### config.mk
export PLATFORM = sky130hd
export DESIGN_NAME = banked_stack_sequencer
export DESIGN_NICKNAME = d
export VERILOG_FILES = /design/src/rtl/stack_pkg.sv /design/src/rtl/stack_bounds.sv /design/src/rtl/banked_stack_sequencer.sv
export SDC_FILE = /design/constraint.sdc
export NUM_CORES = 1
export LEC_CHECK = 0
export ABC_AREA = 1
export BUFFER_PORTS_ARGS = -buffer_cell sky130_fd_sc_hd__buf_2
export CAP_MARGIN = 40
export CORE_MARGIN = 8
export CORE_UTILIZATION = 30
export CTS_BUF_LIST = sky130_fd_sc_hd__clkbuf_8
export CTS_CLUSTER_DIAMETER = 120
export CTS_CLUSTER_SIZE = 10
export DETAILED_ROUTE_END_ITERATION = 12
export GPL_TIMING_DRIVEN = 0
export PLACE_DENSITY = 0.44
export SLEW_MARGIN = 25
export SYNTH_ARGS = -nofsm -noshare
export SYNTH_HDL_FRONTEND = slang
export SYNTH_SLANG_ARGS = --single-unit
### constraint.sdc
create_clock -name clk_i -period 10.2 [get_ports clk_i]
set_input_delay 1.53 -clock clk_i [delete_from_list [all_inputs] [get_ports clk_i]]
set_output_delay 1.53 -clock clk_i [all_outputs]
set_load 0.05 [all_outputs]
### src/rtl/stack_pkg.sv
// stack_pkg: shared encodings for the banked stack sequencer
package stack_pkg;
    typedef enum logic [1:0] {OP_NOP, OP_PUSH, OP_POP, OP_LOAD} op_e;
    typedef enum logic [1:0] {S_IDLE, S_CHECK, S_BURST, S_RESP} state_e;
    localparam logic [2:0] FAULT_NONE      = 3'd0;
    localparam logic [2:0] FAULT_OVERFLOW  = 3'd1;
    localparam logic [2:0] FAULT_UNDERFLOW = 3'd2;
    localparam logic [2:0] FAULT_BAD_LOAD  = 3'd3;
    localparam logic [2:0] FAULT_BAD_COUNT = 3'd4;
    // Wide enough for any SP width; users slice the low DATA_WIDTH bits.
    localparam logic [63:0] EMPTY_SP = '1;
endpackage

### src/rtl/stack_bounds.sv
// stack_bounds: per-bank address window and occupancy of the selected bank
module stack_bounds
    import stack_pkg::*;
#(
    parameter int DATA_WIDTH  = 32,
    parameter int BW          = 1,
    parameter int STACK_BASE  = 4096,
    parameter int STACK_DEPTH = 2048
) (
    input  logic [BW-1:0]         bank_i,
    input  logic [DATA_WIDTH-1:0] sp_i,
    output logic [DATA_WIDTH-1:0] top_o,
    output logic [DATA_WIDTH-1:0] bottom_o,
    output logic [DATA_WIDTH-1:0] items_o,
    output logic [DATA_WIDTH-1:0] free_o
);
    localparam logic [DATA_WIDTH-1:0] EMPTY = EMPTY_SP[DATA_WIDTH-1:0];

    assign top_o    = DATA_WIDTH'(STACK_BASE) + DATA_WIDTH'(bank_i) * DATA_WIDTH'(STACK_DEPTH);
    assign bottom_o = top_o + DATA_WIDTH'(STACK_DEPTH - 1);
    assign items_o  = (sp_i == EMPTY) ? '0 : bottom_o - sp_i + DATA_WIDTH'(1);
    assign free_o   = DATA_WIDTH'(STACK_DEPTH) - items_o;
endmodule

### src/rtl/banked_stack_sequencer.sv
// banked_stack_sequencer: per-bank stack pointers with validated push/pop burst address streaming
module banked_stack_sequencer
    import stack_pkg::*;
#(
    parameter int ADDR_WIDTH  = 14,
    parameter int DATA_WIDTH  = 32,
    parameter int NUM_BANKS   = 2,
    parameter int STACK_BASE  = 4096,
    parameter int STACK_DEPTH = 2048,
    parameter int MAX_BURST   = 16
) (
    input  logic                             clk_i,
    input  logic                             rst_ni,
    input  logic                             cmd_valid_i,
    output logic                             cmd_ready_o,
    input  logic [1:0]                       cmd_op_i,
    input  logic [$clog2(NUM_BANKS)-1:0]     cmd_bank_i,
    input  logic [$clog2(MAX_BURST+1)-1:0]   cmd_count_i,
    input  logic [DATA_WIDTH-1:0]            cmd_load_value_i,
    output logic                             mem_valid_o,
    input  logic                             mem_ready_i,
    output logic                             mem_write_o,
    output logic [ADDR_WIDTH-1:0]            mem_address_o,
    output logic [$clog2(MAX_BURST)-1:0]     beat_index_o,
    output logic                             done_o,
    output logic                             fault_o,
    output logic [2:0]                       fault_code_o,
    input  logic [$clog2(NUM_BANKS)-1:0]     sp_bank_i,
    output logic [DATA_WIDTH-1:0]            sp_value_o
);
    localparam int BW = $clog2(NUM_BANKS);
    localparam int CW = $clog2(MAX_BURST + 1);
    localparam int IW = $clog2(MAX_BURST);
    localparam logic [DATA_WIDTH-1:0] EMPTY = EMPTY_SP[DATA_WIDTH-1:0];

    state_e                state_q, state_d;
    op_e                   op_q;
    logic [BW-1:0]         bank_q;
    logic [CW-1:0]         count_q;
    logic [DATA_WIDTH-1:0] value_q;
    logic [DATA_WIDTH-1:0] new_sp_q, new_sp_d;
    logic [ADDR_WIDTH-1:0] start_q, start_d;
    logic [IW-1:0]         beat_q;
    logic [2:0]            code_q, code_d;
    logic [DATA_WIDTH-1:0] sp_q [NUM_BANKS];
    logic [DATA_WIDTH-1:0] cur_sp, top, bottom, items, free, cnt, push_start;
    logic                  is_push, is_pop, in_burst, last_beat;

    assign cur_sp     = sp_q[bank_q];
    assign is_push    = op_q == OP_PUSH;
    assign is_pop     = op_q == OP_POP;
    assign in_burst   = state_q == S_BURST;
    assign last_beat  = CW'(beat_q) == count_q - CW'(1);
    assign sp_value_o = sp_q[sp_bank_i];

    stack_bounds #(
        .DATA_WIDTH (DATA_WIDTH),
        .BW         (BW),
        .STACK_BASE (STACK_BASE),
        .STACK_DEPTH(STACK_DEPTH)
    ) u_bounds (
        .bank_i  (bank_q),
        .sp_i    (cur_sp),
        .top_o   (top),
        .bottom_o(bottom),
        .items_o (items),
        .free_o  (free)
    );

    // Validate the latched command and precompute burst start and final SP.
    always_comb begin
        cnt        = DATA_WIDTH'(count_q);
        push_start = (cur_sp == EMPTY) ? bottom : cur_sp - DATA_WIDTH'(1);
        code_d     = ((is_push || is_pop) && (count_q == '0 || count_q > CW'(MAX_BURST))) ? FAULT_BAD_COUNT :
                     (is_push && cnt > free)  ? FAULT_OVERFLOW :
                     (is_pop && cnt > items)  ? FAULT_UNDERFLOW :
                     (op_q == OP_LOAD && value_q != EMPTY && (value_q < top || value_q > bottom)) ? FAULT_BAD_LOAD :
                     FAULT_NONE;
        start_d    = is_push ? push_start[ADDR_WIDTH-1:0] : cur_sp[ADDR_WIDTH-1:0];
        new_sp_d   = is_push ? push_start - (cnt - DATA_WIDTH'(1)) :
                     is_pop  ? ((cur_sp + cnt > bottom) ? EMPTY : cur_sp + cnt) :
                     (op_q == OP_LOAD) ? value_q : cur_sp;
    end

    // Next-state and output decode.
    always_comb begin
        state_d = state_q;
        case (state_q)
            S_IDLE:  state_d = cmd_valid_i ? S_CHECK : S_IDLE;
            S_CHECK: state_d = (code_d == FAULT_NONE && (is_push || is_pop)) ? S_BURST : S_RESP;
            S_BURST: state_d = (mem_ready_i && last_beat) ? S_RESP : S_BURST;
            default: state_d = S_IDLE;
        endcase
        cmd_ready_o   = state_q == S_IDLE;
        mem_valid_o   = in_burst;
        mem_write_o   = in_burst && is_push;
        mem_address_o = !in_burst ? '0 : is_push ? start_q - ADDR_WIDTH'(beat_q) : start_q + ADDR_WIDTH'(beat_q);
        beat_index_o  = in_burst ? beat_q : '0;
        done_o        = state_q == S_RESP;
        fault_o       = done_o && code_q != FAULT_NONE;
        fault_code_o  = done_o ? code_q : FAULT_NONE;
    end

    // Command latch, check results and beat counter.
    always_ff @(posedge clk_i) begin
        if (!rst_ni) begin
            state_q  <= S_IDLE;
            op_q     <= OP_NOP;
            bank_q   <= '0;
            count_q  <= '0;
            value_q  <= '0;
            start_q  <= '0;
            new_sp_q <= '0;
            beat_q   <= '0;
            code_q   <= FAULT_NONE;
        end else begin
            state_q <= state_d;
            if (state_q == S_IDLE && cmd_valid_i) begin
                op_q    <= op_e'(cmd_op_i);
                bank_q  <= cmd_bank_i;
                count_q <= cmd_count_i;
                value_q <= cmd_load_value_i;
            end
            if (state_q == S_CHECK) begin
                code_q   <= code_d;
                start_q  <= start_d;
                new_sp_q <= new_sp_d;
                beat_q   <= '0;
            end
            if (in_burst && mem_ready_i) beat_q <= beat_q + IW'(1);
        end
    end

    // Stack pointers commit only in RESP, so a burst never leaves a partial update.
    always_ff @(posedge clk_i) begin
        if (!rst_ni) begin
            for (int b = 0; b < NUM_BANKS; b++) sp_q[b] <= EMPTY;
        end else if (state_q == S_RESP && code_q == FAULT_NONE) begin
            sp_q[bank_q] <= new_sp_q;
        end
    end
endmodule

## Yosys cells after proc, flatten, opt, wreduce, memory -nomap -nowiden

Memories as Yosys holds them, arrays and structs flattened. A register that Yosys moved wholly into a read port is not among the register bits.
Index checks and enable logic that the tools add are counted.

| word-level totals | value |
|---|---|
| bits in registers | 95 |
| memory bits (writable) | 64 |
| word-level logic and storage cells | 90 |
| memories | 1 |
| input bits | 45 |

| cells by class | value |
|---|---|
| order comparisons | 6 |
| eq/ne operators | 9 |
| reductions and logical operators | 22 |
| multiplexer cells | 30 |
| add/sub/neg operators | 13 |

Memory list:

| memory | words | width | rd ports | clocked after Yosys merged registers in | write ports | line | source |
|---|---|---|---|---|---|---|---|
| sp_q | 2 | 32 | 2 | 1 | 2 | banked_stack_sequencer.sv:45 | `logic [DATA_WIDTH-1:0] sp_q [NUM_BANKS];` |

Operators by type and width:

| kind | count |
|---|---|
| $mux W32 | 7 |
| $gt A32 B32 Y1 | 2 |
| $gt A5 B32 Y1 | 2 |
| $sub A32 B32 Y32 | 2 |
| $mux W14 | 3 |
| $add A32 B1 Y32 const B | 1 |
| $add A32 B11 Y32 const B | 1 |
| $add A32 B5 Y32 | 1 |
| $eq A32 B32 Y1 const B | 1 |
| $lt A32 B32 Y1 | 1 |
| $ne A32 B32 Y1 const B | 1 |
| $reduce_or A32 Y1 | 1 |
| $sub A12 B32 Y32 const A | 1 |
| $sub A32 B1 Y32 const B | 1 |
| $add A13 B12 Y14 const A | 1 |
| $add A14 B4 Y14 | 1 |
| $sub A14 B4 Y14 | 1 |
| $logic_and A1 B1 Y1 | 12 |
| $mux W4 | 3 |
| $mux W1 | 11 |
| $eq A2 B2 Y1 const B | 4 |
| $logic_not A3 Y1 | 2 |
| $mux W2 | 3 |
| $mux W3 | 2 |
| other kinds (12) | 15 |

## Longest topological paths before layout

| logic depth | value |
|---|---|
| depth in word-level cells | 14 |
| depth in mapped cells | 36 |
| mapped depth without buffers | 33 |

## Hierarchy

Synthesis repeated with hierarchy kept, for this count alone.

| unflattened totals | value |
|---|---|
| cells, all modules | 2855 |
| area total of the unflattened synthesis | 18128.6 µm² |

By module, submodules not included:

| module | cells an instance | times used | area each (µm²) |
|---|---|---|---|
| banked_stack_sequencer | 2307 | 1 | 15328.5 |
| stack_bounds | 548 | 1 | 2800.2 |

## Worst setup path after synthesis

Ideal clock, no wire load.

| timing path | value |
|---|---|
| path kind | reg2out |
| from | register op_q[1] |
| to | output mem_address_o[12] |
| path buffers | 3 |
| data required time | 8.670 ns |
| stages on the path, launching flop included | 30 |
| path slack | 4.574 ns |
| arrival time | 4.096 ns |
| cells stage by stage | dfxtp_1 inv_1 ha_1 clkbuf_1 inv_1 clkbuf_1 clkbuf_1 a21oi_1 o21ai_0 nand2_1 ha_1 inv_1 nor2_1 nor2_1 nor2_1 nor2_1 nor2_1 o21ai_0 nand2_1 nand2_1 nand2_1 a21oi_1 nor2_1 o21ai_0 nand2_1 nand2_1 inv_1 o21ai_0 nand2_1 a21oi_1 |

RTL lines:

| item | line | source |
|---|---|---|
| from (decl) | banked_stack_sequencer.sv:37 | `op_e op_q;` |
| from (signal assigned) | banked_stack_sequencer.sv:119 | `op_q <= op_e'(cmd_op_i);` |
| to (decl) | banked_stack_sequencer.sv:23 | `output logic [ADDR_WIDTH-1:0] mem_address_o,` |

==> metrics.txt <==
share of layout cells above drive strength 1 0.131; top_reg_cell synth dfxtp_1; Synthesis Warnings 0; Detail Placement HPWL 55,700 um; CP max stage delay 0.58 ns; RSZ-0062 raised after global routing false; post-synthesis cell count 2,312; most common cell after layout, fill and taps aside nand2_1; Final Hold Viols 0; die area about 0.057 mm^2; Fill cells between 5,000 and 6,000; Pleak approximately 7.4 nW; CP delay by family, top compound AO/OA/AOI/OAI gates; mean post-synth cell area 6.39 um^2; met3 WL 3990 um; commonest non-fill, non-tap cells in the layout nand2_1, inv_1, nor2_1; Mapped Area 0.0148 mm^2; clock root buffer clkbuf_8; Worst-Skew Late Latency 0.52 ns; CTS Buf Count 17; worst path bufs/invs 9; Seq/Total Area, Yosys 0.260; most frequent cell on the critical path nand2_1; placer congestion estimate 0.930; Worst setup EP type register; register area around 0.0038 mm^2; vias in the first global route 15,300; # nets final 2,568; width of the chip 238 um; antenna violations before repair 3; Row Count between 80 and 90; FF+latch count, synth 160; post_cts resized 0; critical path type reg2reg; arrival time of the worst setup path 7.51 ns; Setup Viol. Count Final 0; # H-tree levels 4; Rel. slew slack 0.408; post-CTS setup buffers 0; die height 238 um; grt total ovfl 0; first-pass GRT wire length 97,400 um; final worst slack 3.09 ns; DRT Wirelength 67,000 um; Worst-path clk slew 0.09 ns; cts hold-fix bufs 0; Worst-Margin Slew 0.888 ns; Hold Crit Class reg2reg; multi-input logic area about 0.0095 mm^2; Post-synth EDFFs between 60 and 70; run status complete, no violations; maximum clock path buffer count 2; CTS tree built; Synth area leaders nand2_1, dfxtp_1, edfxtp_1; Placement Setup Slack 3.27 ns; drt pass-1 iters 6; drt wl/cell 21.5 um; DRT iter0 DRCs 1,276; Synth async-reset ratio 0; setup TNS 0 ns; fin. max-slew vios 0; largest net degree at the start of global routing 25; CP Launch Type register; fmax 0.141 GHz; M1 wire length about 30,000 um; clock skew 0.0191 ns; post-layout util 0.341; placeable core region 0.0487 mm^2; top-area cell type share of the netlist area 0.156; Netlist cell types 57; Power Density 190 mW/mm^2; met2 routed WL 30,000 um; # IOs 103; Total GRT Usage 0.231; DRT antenna net count 0; maximum vdd drop 140 uV; vias 16,000; crit path max-delay cell type o21ai_1; largest fanout on the critical path 10; diode count 0; area post-placement between 0.015 and 0.02 mm^2; port bufs between 100 and 150; fin area about 0.017 mm^2; final cycle utilization of the critical path 0.697; post-synth top area cell nand2_1; Final min period 7.11 ns; highest routed metal layer met5; drt drc 0; Max Cap Viol 0; CP Data Required Time 10.61 ns; area grow syn2layout 12.5%; syn_nets approximately 2,400; via/cell ratio 5.15; clock sinks 160; Pwr Total around 3.2 mW; Starting Density 0.303
[synthesized netlist by cell type (7+ instances only)]
cell	count
o211ai_1	22
o21ai_1	7
nand3_1	113
nor2_4	13
nor2_2	24
nor2_1	231
nand2_1	616
mux2_2	17
a31oi_1	18
ha_1	81
inv_1	269
nor3_1	29
o21ai_0	173
nor4_1	13
edfxtp_1	64
xnor2_1	10
dfxtp_1	96
clkbuf_1	58
nand2_2	65
nand2_4	12
buf_2	7
nand4_1	42
or2_2	10
o21bai_1	12
xor2_1	39
a21oi_1	202
[where the power goes]
part / leakage [nW] / internal [mW] / switching (mW) / total, mW
Clock: 0.205 / 0.245 / 0.270 / 0.514
Sequential: 1.23 / 0.736 / 0.0728 / 0.809
Combinational: 5.93 / 0.544 / 1.30 / 1.84
[final timing paths]
path | from | slack (ns) | to | cells after the start
hold / removal | new_sp_q[2] | 0.47 | new_sp_q[2] | 2
setup reg to reg | register | 3.09 | new_sp_q[23] | 32
hold reg to reg | new_sp_q[2] | 0.47 | new_sp_q[2] | 2
setup / recovery | register | 3.09 | new_sp_q[23] | 32
[logic make-up (layout without fill, tap and decap cells)]
logic type               count (synthesis)  after routing  share of synthesized area
multiplexers                            17             17                     0.0129
XOR/XNOR                                49             49                     0.0290
AND/OR/NAND/NOR                       1181           1181                      0.356
flip-flops                             160            160                      0.260
buffers and inverters                  353            493                     0.0952
adder cells (fa/ha/maj)                 84             84                     0.0726
AO/OA/AOI/OAI                          468            468                      0.174
[sequential cells by signal, summed over array words and instances (netlist names), named ones only]
| register | flops |
|---|---|
| count_q | 5 |
| op_q | 2 |
| start_q | 14 |
| value_q | 32 |
| beat_q | 4 |
| state_q | 2 |
| sp_q | 64 |
| code_q | 3 |
| bank_q | 1 |
| new_sp_q | 32 |
[final cells by class]
cell class | instances | area share
plain buffers | 77 | 0.0223
clock buffers | 17 | 0.0141
clock inverters | 15 | 0.0109
inverters | 276 | 0.0623
multi-input cells | 1799 | 0.574
flip-flops and latches | 160 | 0.231
well taps | 664 | 0.0500
repair buffers | 108 | 0.0355
[worst min-delay path, stage by stage (launching register included)]
cell and delay [ns]:
dfxtp_1 0.32, nand2_1 0.06, a21oi_1 0.05
[metal layers]
| layer | track usage | up-vias |
|---|---|---|
| li1 | - | 7871 |
| met1 | 0.303 | 7574 |
| met2 | 0.369 | 493 |
| met3 | 0.0384 | 99 |
| met4 | 0.102 | 2 |
| met5 | 0 | - |
[per-stage QoR]
stage | cells | hold slack, ns
after CTS | 3114 | 0.470
after floorplan | 2312 | 0.444
final | 3116 | 0.472
after global routing | 3116 | 0.489
after detailed placement | 3082 | 0.457
after global placement | 3077 | 0.459
No activity file was read; power rests on OpenSTA's default activity.
